$ cat src/rtl/ifu_fetch_ctrl_pkg.sv
// Shared encodings and constants for the instruction fetch sequencer.
// Pure declarations: no logic, no latency, no flow control.
// Imported by ifu_fetch_ctrl and available to benches and neighbouring blocks.
package ifu_fetch_ctrl_pkg;

    localparam int          IFC_CPU_WIDTH = 64;
    localparam int          IFC_INS_W     = 32;
    localparam logic [63:0] IFC_RESET_PC  = 64'h0000_0000_8000_0000;

    typedef enum logic [1:0] {
        IFC_IDLE = 2'd0,
        IFC_REQ  = 2'd1,
        IFC_WAIT = 2'd2,
        IFC_HOLD = 2'd3
    } ifc_state_e;

endpackage

$ cat src/rtl/ifu_fetch_ctrl.sv
// Fetch sequencer: owns the PC, issues one-outstanding fetches, holds each instruction for decode.
// Latency: request 1 cycle after reset/consume/redirect; instruction valid the cycle after rvalid.
// Backpressure: o_mem_req/addr held until gnt; o_ins held until i_ins_ready; redirect overrides both.
module ifu_fetch_ctrl
    import ifu_fetch_ctrl_pkg::*;
#(
    parameter int                   CPU_WIDTH = IFC_CPU_WIDTH,
    parameter logic [CPU_WIDTH-1:0] RESET_PC  = CPU_WIDTH'(IFC_RESET_PC)
) (
    input  logic                 i_clk,
    input  logic                 i_rst,
    output logic                 o_mem_req,
    output logic [CPU_WIDTH-1:0] o_mem_addr,
    input  logic                 i_mem_gnt,
    input  logic                 i_mem_rvalid,
    input  logic [IFC_INS_W-1:0] i_mem_rdata,
    output logic                 o_ins_valid,
    input  logic                 i_ins_ready,
    output logic [IFC_INS_W-1:0] o_ins,
    output logic [CPU_WIDTH-1:0] o_ins_pc,
    input  logic                 i_redirect,
    input  logic [CPU_WIDTH-1:0] i_redirect_pc
);

    localparam logic [CPU_WIDTH-1:0] PC_STEP = CPU_WIDTH'(4);

    ifc_state_e           state, state_nxt;
    logic [CPU_WIDTH-1:0] pc, pc_nxt;
    logic [CPU_WIDTH-1:0] redirect_tgt;
    logic                 drop, drop_nxt;
    logic                 ins_load;
    logic [IFC_INS_W-1:0] ins_q;
    logic [CPU_WIDTH-1:0] ins_pc_q;
    logic                 unused_redirect_lsb;

    // Instructions are word aligned; low target bits are discarded.
    assign redirect_tgt        = {i_redirect_pc[CPU_WIDTH-1:2], 2'b00};
    assign unused_redirect_lsb = ^i_redirect_pc[1:0];

    always_comb begin
        state_nxt = state;
        pc_nxt    = pc;
        drop_nxt  = drop;
        ins_load  = 1'b0;
        if (i_redirect) begin
            pc_nxt = redirect_tgt;
            unique case (state)
                IFC_REQ: begin
                    // A request granted alongside the redirect is already stale.
                    if (i_mem_gnt) begin
                        drop_nxt  = 1'b1;
                        state_nxt = IFC_WAIT;
                    end else begin
                        state_nxt = IFC_REQ;
                    end
                end
                IFC_WAIT: begin
                    if (i_mem_rvalid) begin
                        drop_nxt  = 1'b0;
                        state_nxt = IFC_REQ;
                    end else begin
                        drop_nxt  = 1'b1;
                    end
                end
                default: state_nxt = IFC_REQ;
            endcase
        end else begin
            unique case (state)
                IFC_IDLE: state_nxt = IFC_REQ;
                IFC_REQ: begin
                    if (i_mem_gnt) begin
                        state_nxt = IFC_WAIT;
                    end
                end
                IFC_WAIT: begin
                    if (i_mem_rvalid) begin
                        if (drop) begin
                            drop_nxt  = 1'b0;
                            state_nxt = IFC_REQ;
                        end else begin
                            ins_load  = 1'b1;
                            state_nxt = IFC_HOLD;
                        end
                    end
                end
                IFC_HOLD: begin
                    if (i_ins_ready) begin
                        pc_nxt    = pc + PC_STEP;
                        state_nxt = IFC_REQ;
                    end
                end
                default: state_nxt = IFC_IDLE;
            endcase
        end
    end

    always_ff @(posedge i_clk) begin
        if (i_rst) begin
            state    <= IFC_IDLE;
            pc       <= RESET_PC;
            drop     <= 1'b0;
            ins_q    <= '0;
            ins_pc_q <= '0;
        end else begin
            state <= state_nxt;
            pc    <= pc_nxt;
            drop  <= drop_nxt;
            if (ins_load) begin
                ins_q    <= i_mem_rdata;
                ins_pc_q <= pc;
            end
        end
    end

    assign o_mem_req   = (state == IFC_REQ);
    assign o_mem_addr  = pc;
    assign o_ins_valid = (state == IFC_HOLD);
    assign o_ins       = ins_q;
    assign o_ins_pc    = ins_pc_q;

endmodule

$ cat config.mk
export PLATFORM = sky130hd
export DESIGN_NAME = ifu_fetch_ctrl
export DESIGN_NICKNAME = d
export VERILOG_FILES = /design/src/rtl/ifu_fetch_ctrl_pkg.sv /design/src/rtl/ifu_fetch_ctrl.sv
export SDC_FILE = /design/constraint.sdc
export NUM_CORES = 1
export LEC_CHECK = 0
export ABC_CLOCK_PERIOD_IN_PS = 2600
export BUFFER_PORTS_ARGS = -buffer_cell sky130_fd_sc_hd__buf_2
export CAP_MARGIN = 30
export CORE_UTILIZATION = 45
export CTS_CLUSTER_DIAMETER = 60
export DETAILED_ROUTE_END_ITERATION = 16
export GPL_TIMING_DRIVEN = 1
export PLACE_DENSITY = 0.77
export SLEW_MARGIN = 30
export SYNTH_ARGS = -nofsm -noshare
export SYNTH_HDL_FRONTEND = slang
export SYNTH_SLANG_ARGS = --single-unit
$ cat constraint.sdc
create_clock -name i_clk -period 2.6 [get_ports i_clk]
set_input_delay 0.13 -clock i_clk [delete_from_list [all_inputs] [get_ports i_clk]]
set_output_delay 0.13 -clock i_clk [all_outputs]
set_load 0.02 [all_outputs]
* Word-level counts from Yosys, hierarchy flattened
Index checks and enable logic that the tools add are counted.
** Storage, ports and cells
- Word-level logic and storage cells :: 47
- Input bits :: 102
- Output and inout port bits :: 162
- Register bits :: 163
** Cells by class
- Add/sub/neg operators :: 1
- Multiplexer cells :: 22
- Equal/unequal tests :: 7
- Reduce and logical (&&, ||, !) cells :: 11
** Operators by type and width (count)
- $mux W64 :: 3
- $add A64 B3 Y64 const B :: 1
- $mux W2 :: 7
- $reduce_bool A2 Y1 :: 5
- $mux W1 :: 9
- $pmux W2 S4 :: 1
- $ne A3 B1 Y1 const B :: 2
- $eq A2 B2 Y1 const B :: 2
- $pmux W2 S2 :: 1
- $reduce_and A2 Y1 :: 2
- $reduce_and A4 Y1 :: 1
- $ne A3 B3 Y1 const B :: 1
- $reduce_and A3 Y1 :: 1
- $eq A2 B1 Y1 const B :: 1
- $logic_not A2 Y1 :: 1
- $ne A2 B2 Y1 const B :: 1
- $pmux W1 S2 :: 1
- $reduce_or A2 Y1 :: 1

* Depth between registers and ports, before layout
- Word-level depth :: 4
- Gate-level depth with buffers :: 9

* Worst setup path after synthesis
Ideal clock, no wire load.
- Path kind :: reg2reg
- From :: register state[0]
- To :: register pc[56], in the netlist o_mem_addr[56]
- Library setup time :: 118 ps
- Period minus slack after synthesis :: 2837 ps
- Arrival :: 2719 ps
- Path buffers :: 1
- Cell stages (with the launch flop) :: 8
- Slack :: -237 ps
- Path through :: dfxtp_1 > ha_1 > nand3_1 > or4_1 > buf_2 > or4_4 > or4b_1 > o2111a_1
** On the way
- Word-level cells in the longest chain between the ends :: 3
** Ends and longest elaborated chain
- start: declaration :: RTL line ifu_fetch_ctrl.sv:27 : ifc_state_e state, state_nxt;
- start signal: assignment :: RTL line ifu_fetch_ctrl.sv:105 : state <= state_nxt;
- $eq A2 B2 Y1
- named net o_ins_valid :: RTL line ifu_fetch_ctrl.sv:17 : output logic o_ins_valid,
- $reduce_bool A2 Y1 (no line)
- $reduce_and A2 Y1 (no line)
- end signal: assignment :: RTL line ifu_fetch_ctrl.sv:106 : pc <= pc_nxt;
- end: declaration :: RTL line ifu_fetch_ctrl.sv:28 : logic [CPU_WIDTH-1:0] pc, pc_nxt;
The timed path passes the listed nets, and every way through them passes these cells.
A chain may end at the register's enable or synchronous reset.

* Worst setup path in the final report
- From :: register pc[13], in the netlist o_mem_addr[13]
- To :: register pc[56], in the netlist o_mem_addr[56]
** On the way
- Word-level cells in the longest chain between the ends :: 4
** Ends and longest elaborated chain
- $add A64 B3 Y64 :: RTL line ifu_fetch_ctrl.sv:88 : pc_nxt = pc + PC_STEP;
- $mux W64 :: RTL line ifu_fetch_ctrl.sv:87 : if (i_ins_ready) begin
- $mux W64 :: RTL line ifu_fetch_ctrl.sv:68 : unique case (state)
- $mux W64 :: RTL line ifu_fetch_ctrl.sv:45 : if (i_redirect) begin
No other way between the ends. The select of a mux whose other input is x is not followed.

==> results.py <==
metrics = {
    "status": {
        "outcome": "completed",
    },
    "global_route": {
        "grt_pass1_wl_um": 36400,
        "grt_max_degree": 95,
        "first_global_vias": 7276,
        "antenna_found_initial": 0,
        "grt_overflow": 0,
        "track_usage": 0.282,
    },
    "synthesis": {
        "synthArstFlopShare": 0,
        "synth-seq-cells": 159,
        "ys_top_cells_by_area": "dfxtp_1 45%, nand2_1 12%, a21oi_1 7.6%",
        "yosysSeqAreaShare": 0.445,
        "synth_area_sq_um": 7150,
        "syn_inst": 908,
        "netlist.area_leader.share": 0.445,
        "ys_types": 53,
        "synth_largest_area_cell": "dfxtp_1",
        "synth_warnings": 0,
        "avgSynthCellArea_sq_um": 7.87,
        "ys.flop_type": "dfxtp_1",
        "synth_edf_count": 0,
    },
    "floorplanning": {
        "io_pins": 264,
        "initial_core_util": 0.465,
        "die_x_um": 128,
        "std_cell_rows": 45,
        "fp.coreArea_sq_um": 15400,
        "die_area_sq_um": 16400,
        "fp.dieH_um": 128,
    },
    "clock_network": {
        "cts_tree": "done",
        "cts_buffers": 17,
        "clk_latency_ns": 0.43,
        "clockBufferDepth": 2,
        "clk_pin_slew_worst_paths_ns": 0.07,
        "cts_sinks": 159,
        "cts_root_buf": "clkbuf_16",
        "cts_htree_levels": 4,
    },
    "drt": {
        "ant_nets": 0,
        "vias_per_cell": 5.42,
        "vias": 8022,
        "drc": 0,
        "initialDrtViolationCount": 494,
        "dr.pass1.iters": 5,
        "wirelength_um": 23600,
        "routedWlPerCell_um": 15.9,
    },
    "timing": {
        "setup_violations": 0,
        "hold_violations": 0,
        "final_max_slew_viol_count": 0,
        "min_period_ns": 2.48,
        "fin_crit_sh": 0.955,
        "slew_headroom": 0.563,
        "clock.fmax_mhz": 403,
        "clock_skew_ns": 0.0101,
        "setup_tns_ns": 0,
        "timing.hold.ws_ns": 0.00769,
        "setup_ws_ns": 0.118,
        "tightest_slew_ns": 0.649,
        "rsz0062_at_grt": "no",
    },
    "pwr": {
        "clock_power_share": 0.419,
        "pwr-share-comb": 0.131,
        "p_int_w": 0.00426,
        "p_leak_nw": 4.42,
        "switching_share": 0.272,
        "p_total_w": 0.00584,
        "ir_worst_vdd_mv": 0.455,
        "p_switching_w": 0.00159,
        "powerDensity_nw_per_um2": 562,
        "seqPwrFrac": 0.450,
    },
    "cells_and_area": {
        "seqCellArea_sq_um": 3200,
        "area_growth_pct": 45.4,
        "nets": 1361,
        "multi_input_area_sq_um": 3700,
        "drive_gt1_frac": 0.286,
        "nFillCells": 1230,
    },
    "place": {
        "hpwl_um": 14600,
        "io_buffers": 257,
        "gp_congestion": 0.804,
        "dp_worst_setup_slack_ns": 0.0124,
    },
    "run": {
        "cap_violations": 0,
    },
    "worst_setup_path": {
        "cp-end-kind": "flip-flop",
        "startpoint_type": "flip-flop",
        "path_class": "reg -> reg",
        "arrival_ns": 2.80,
        "cp.required_ns": 2.92,
        "cp_max_fo": 6,
    },
    "hold_path": {
        "min_path_type": "in -> reg",
    },
}
==> power groups by stage <==
stage                     clock [W]  sequential, W  combinational, W
final                       0.00245        0.00263          0.000765
after global routing        0.00259        0.00264          0.000820
after CTS                   0.00248        0.00263          0.000747
after detailed placement          0        0.00268          0.000636
after global placement            0        0.00268          0.000630
after floorplan                   0        0.00277          0.000274
==> cell usage in the layout, fill, tap and decap left out, types with 5 or more instances in the layout <==
master / instances
buf_2: 256
nand2_1: 228
dfxtp_1: 149
a21oi_1: 109
dlygate4sd3_1: 91
nor2_1: 55
buf_4: 45
nand3_1: 28
xor2_1: 22
a211oi_1: 21
nand4_1: 19
clkbuf_16: 17
nor4_1: 16
inv_1: 16
and4_1: 14
and3_1: 12
nor3_1: 11
o21ai_0: 11
a311oi_1: 11
mux2i_1: 10
xnor2_1: 10
dfxtp_2: 10
or4_1: 9
o31ai_1: 6
and2_1: 6
or4b_1: 5
o2111a_1: 5
a2111oi_0: 5
==> state kept, by name, indices dropped and copies added, names as in the netlist <==
signal      count
drop            1
state           2
o_mem_addr     62
o_ins_pc       62
o_ins          32
==> area by class of cell <==
| cell class | count | area share |
|---|---|---|
| Clock inverter | 12 | 0.0107 |
| Antenna cell | 1 | 0.000241 |
| Tap cell | 211 | 0.0254 |
| Timing Repair Buffer | 395 | 0.249 |
| Inverter | 17 | 0.00614 |
| Clock buffer | 20 | 0.0449 |
| Sequential cell | 159 | 0.308 |
| Multi-Input combinational cell | 665 | 0.356 |
==> synthesized netlist by cell type (5+ instances only) <==
library cell / number
nor3_1: 12
buf_1: 8
a311oi_1: 11
o31ai_1: 6
a2111oi_0: 6
xnor2_1: 10
nor4_1: 16
nand3_1: 29
and3_1: 12
or4b_1: 5
a211oi_1: 21
or4_1: 11
nand4_1: 19
and2_1: 6
xor2_1: 22
o2111a_1: 5
nand2_1: 228
o21ai_0: 11
a21oi_1: 109
nor2_1: 55
and4_1: 14
or3_1: 6
clkbuf_1: 54
inv_1: 17
dfxtp_1: 159
mux2i_1: 10
==> logic make-up (layout without fill, tap and decap cells) <==
logic type | after synthesis | after routing | share of synthesized area
XOR/XNOR | 32 | 32 | 0.0392
buffers and inverters | 87 | 444 | 0.0485
flip-flops | 159 | 159 | 0.445
other | 1 | 5 | 0.000525
adder cells (fa/ha/maj) | 4 | 4 | 0.00700
AO/OA/AOI/OAI | 186 | 186 | 0.161
AND/OR/NAND/NOR | 429 | 429 | 0.285
multiplexers | 10 | 10 | 0.0140
==> worst paths after layout <==
path                startpoint              to  slack (ns)  cells after the start
max             o_mem_addr[13]  o_mem_addr[56]        0.12                      5
min          i_redirect_pc[29]  o_mem_addr[29]       0.008                      3
max reg2reg     o_mem_addr[13]  o_mem_addr[56]        0.12                      5
min reg2reg       o_ins_pc[34]    o_ins_pc[34]        0.45                      2
==> critical path: stages (launching register included) <==
cell	delay, ns
dfxtp_2	0.39
nand4_4	0.16
or4_4	0.60
or4_4	0.57
or4b_1	0.52
o2111a_1	0.13
==> metal layers <==
layer  routed length, um  GRT usage
met3                1530     0.0655
met5                   0          0
met2               11500      0.478
met1                9820      0.342
met4                 714      0.124
==> through the flow <==
stage / cell area, sq um / cells / utilization
after global routing: 10400 / 1479 / 0.676
after floorplan: 7190 / 911 / -
final: 10400 / 1480 / 0.676
after CTS: 10300 / 1473 / 0.669
after global placement: 8810 / 1351 / 0.573
after detailed placement: 8810 / 1351 / 0.573
==> what timing repair did <==
action,in CTS,in global routing
hold buffers,90,1
resized for setup,0,7
endpoints found under the hold margin,90,1
endpoints found under the setup margin,0,9
setup buffers,0,4
Note: power is estimated with default switching activity, not from simulation.
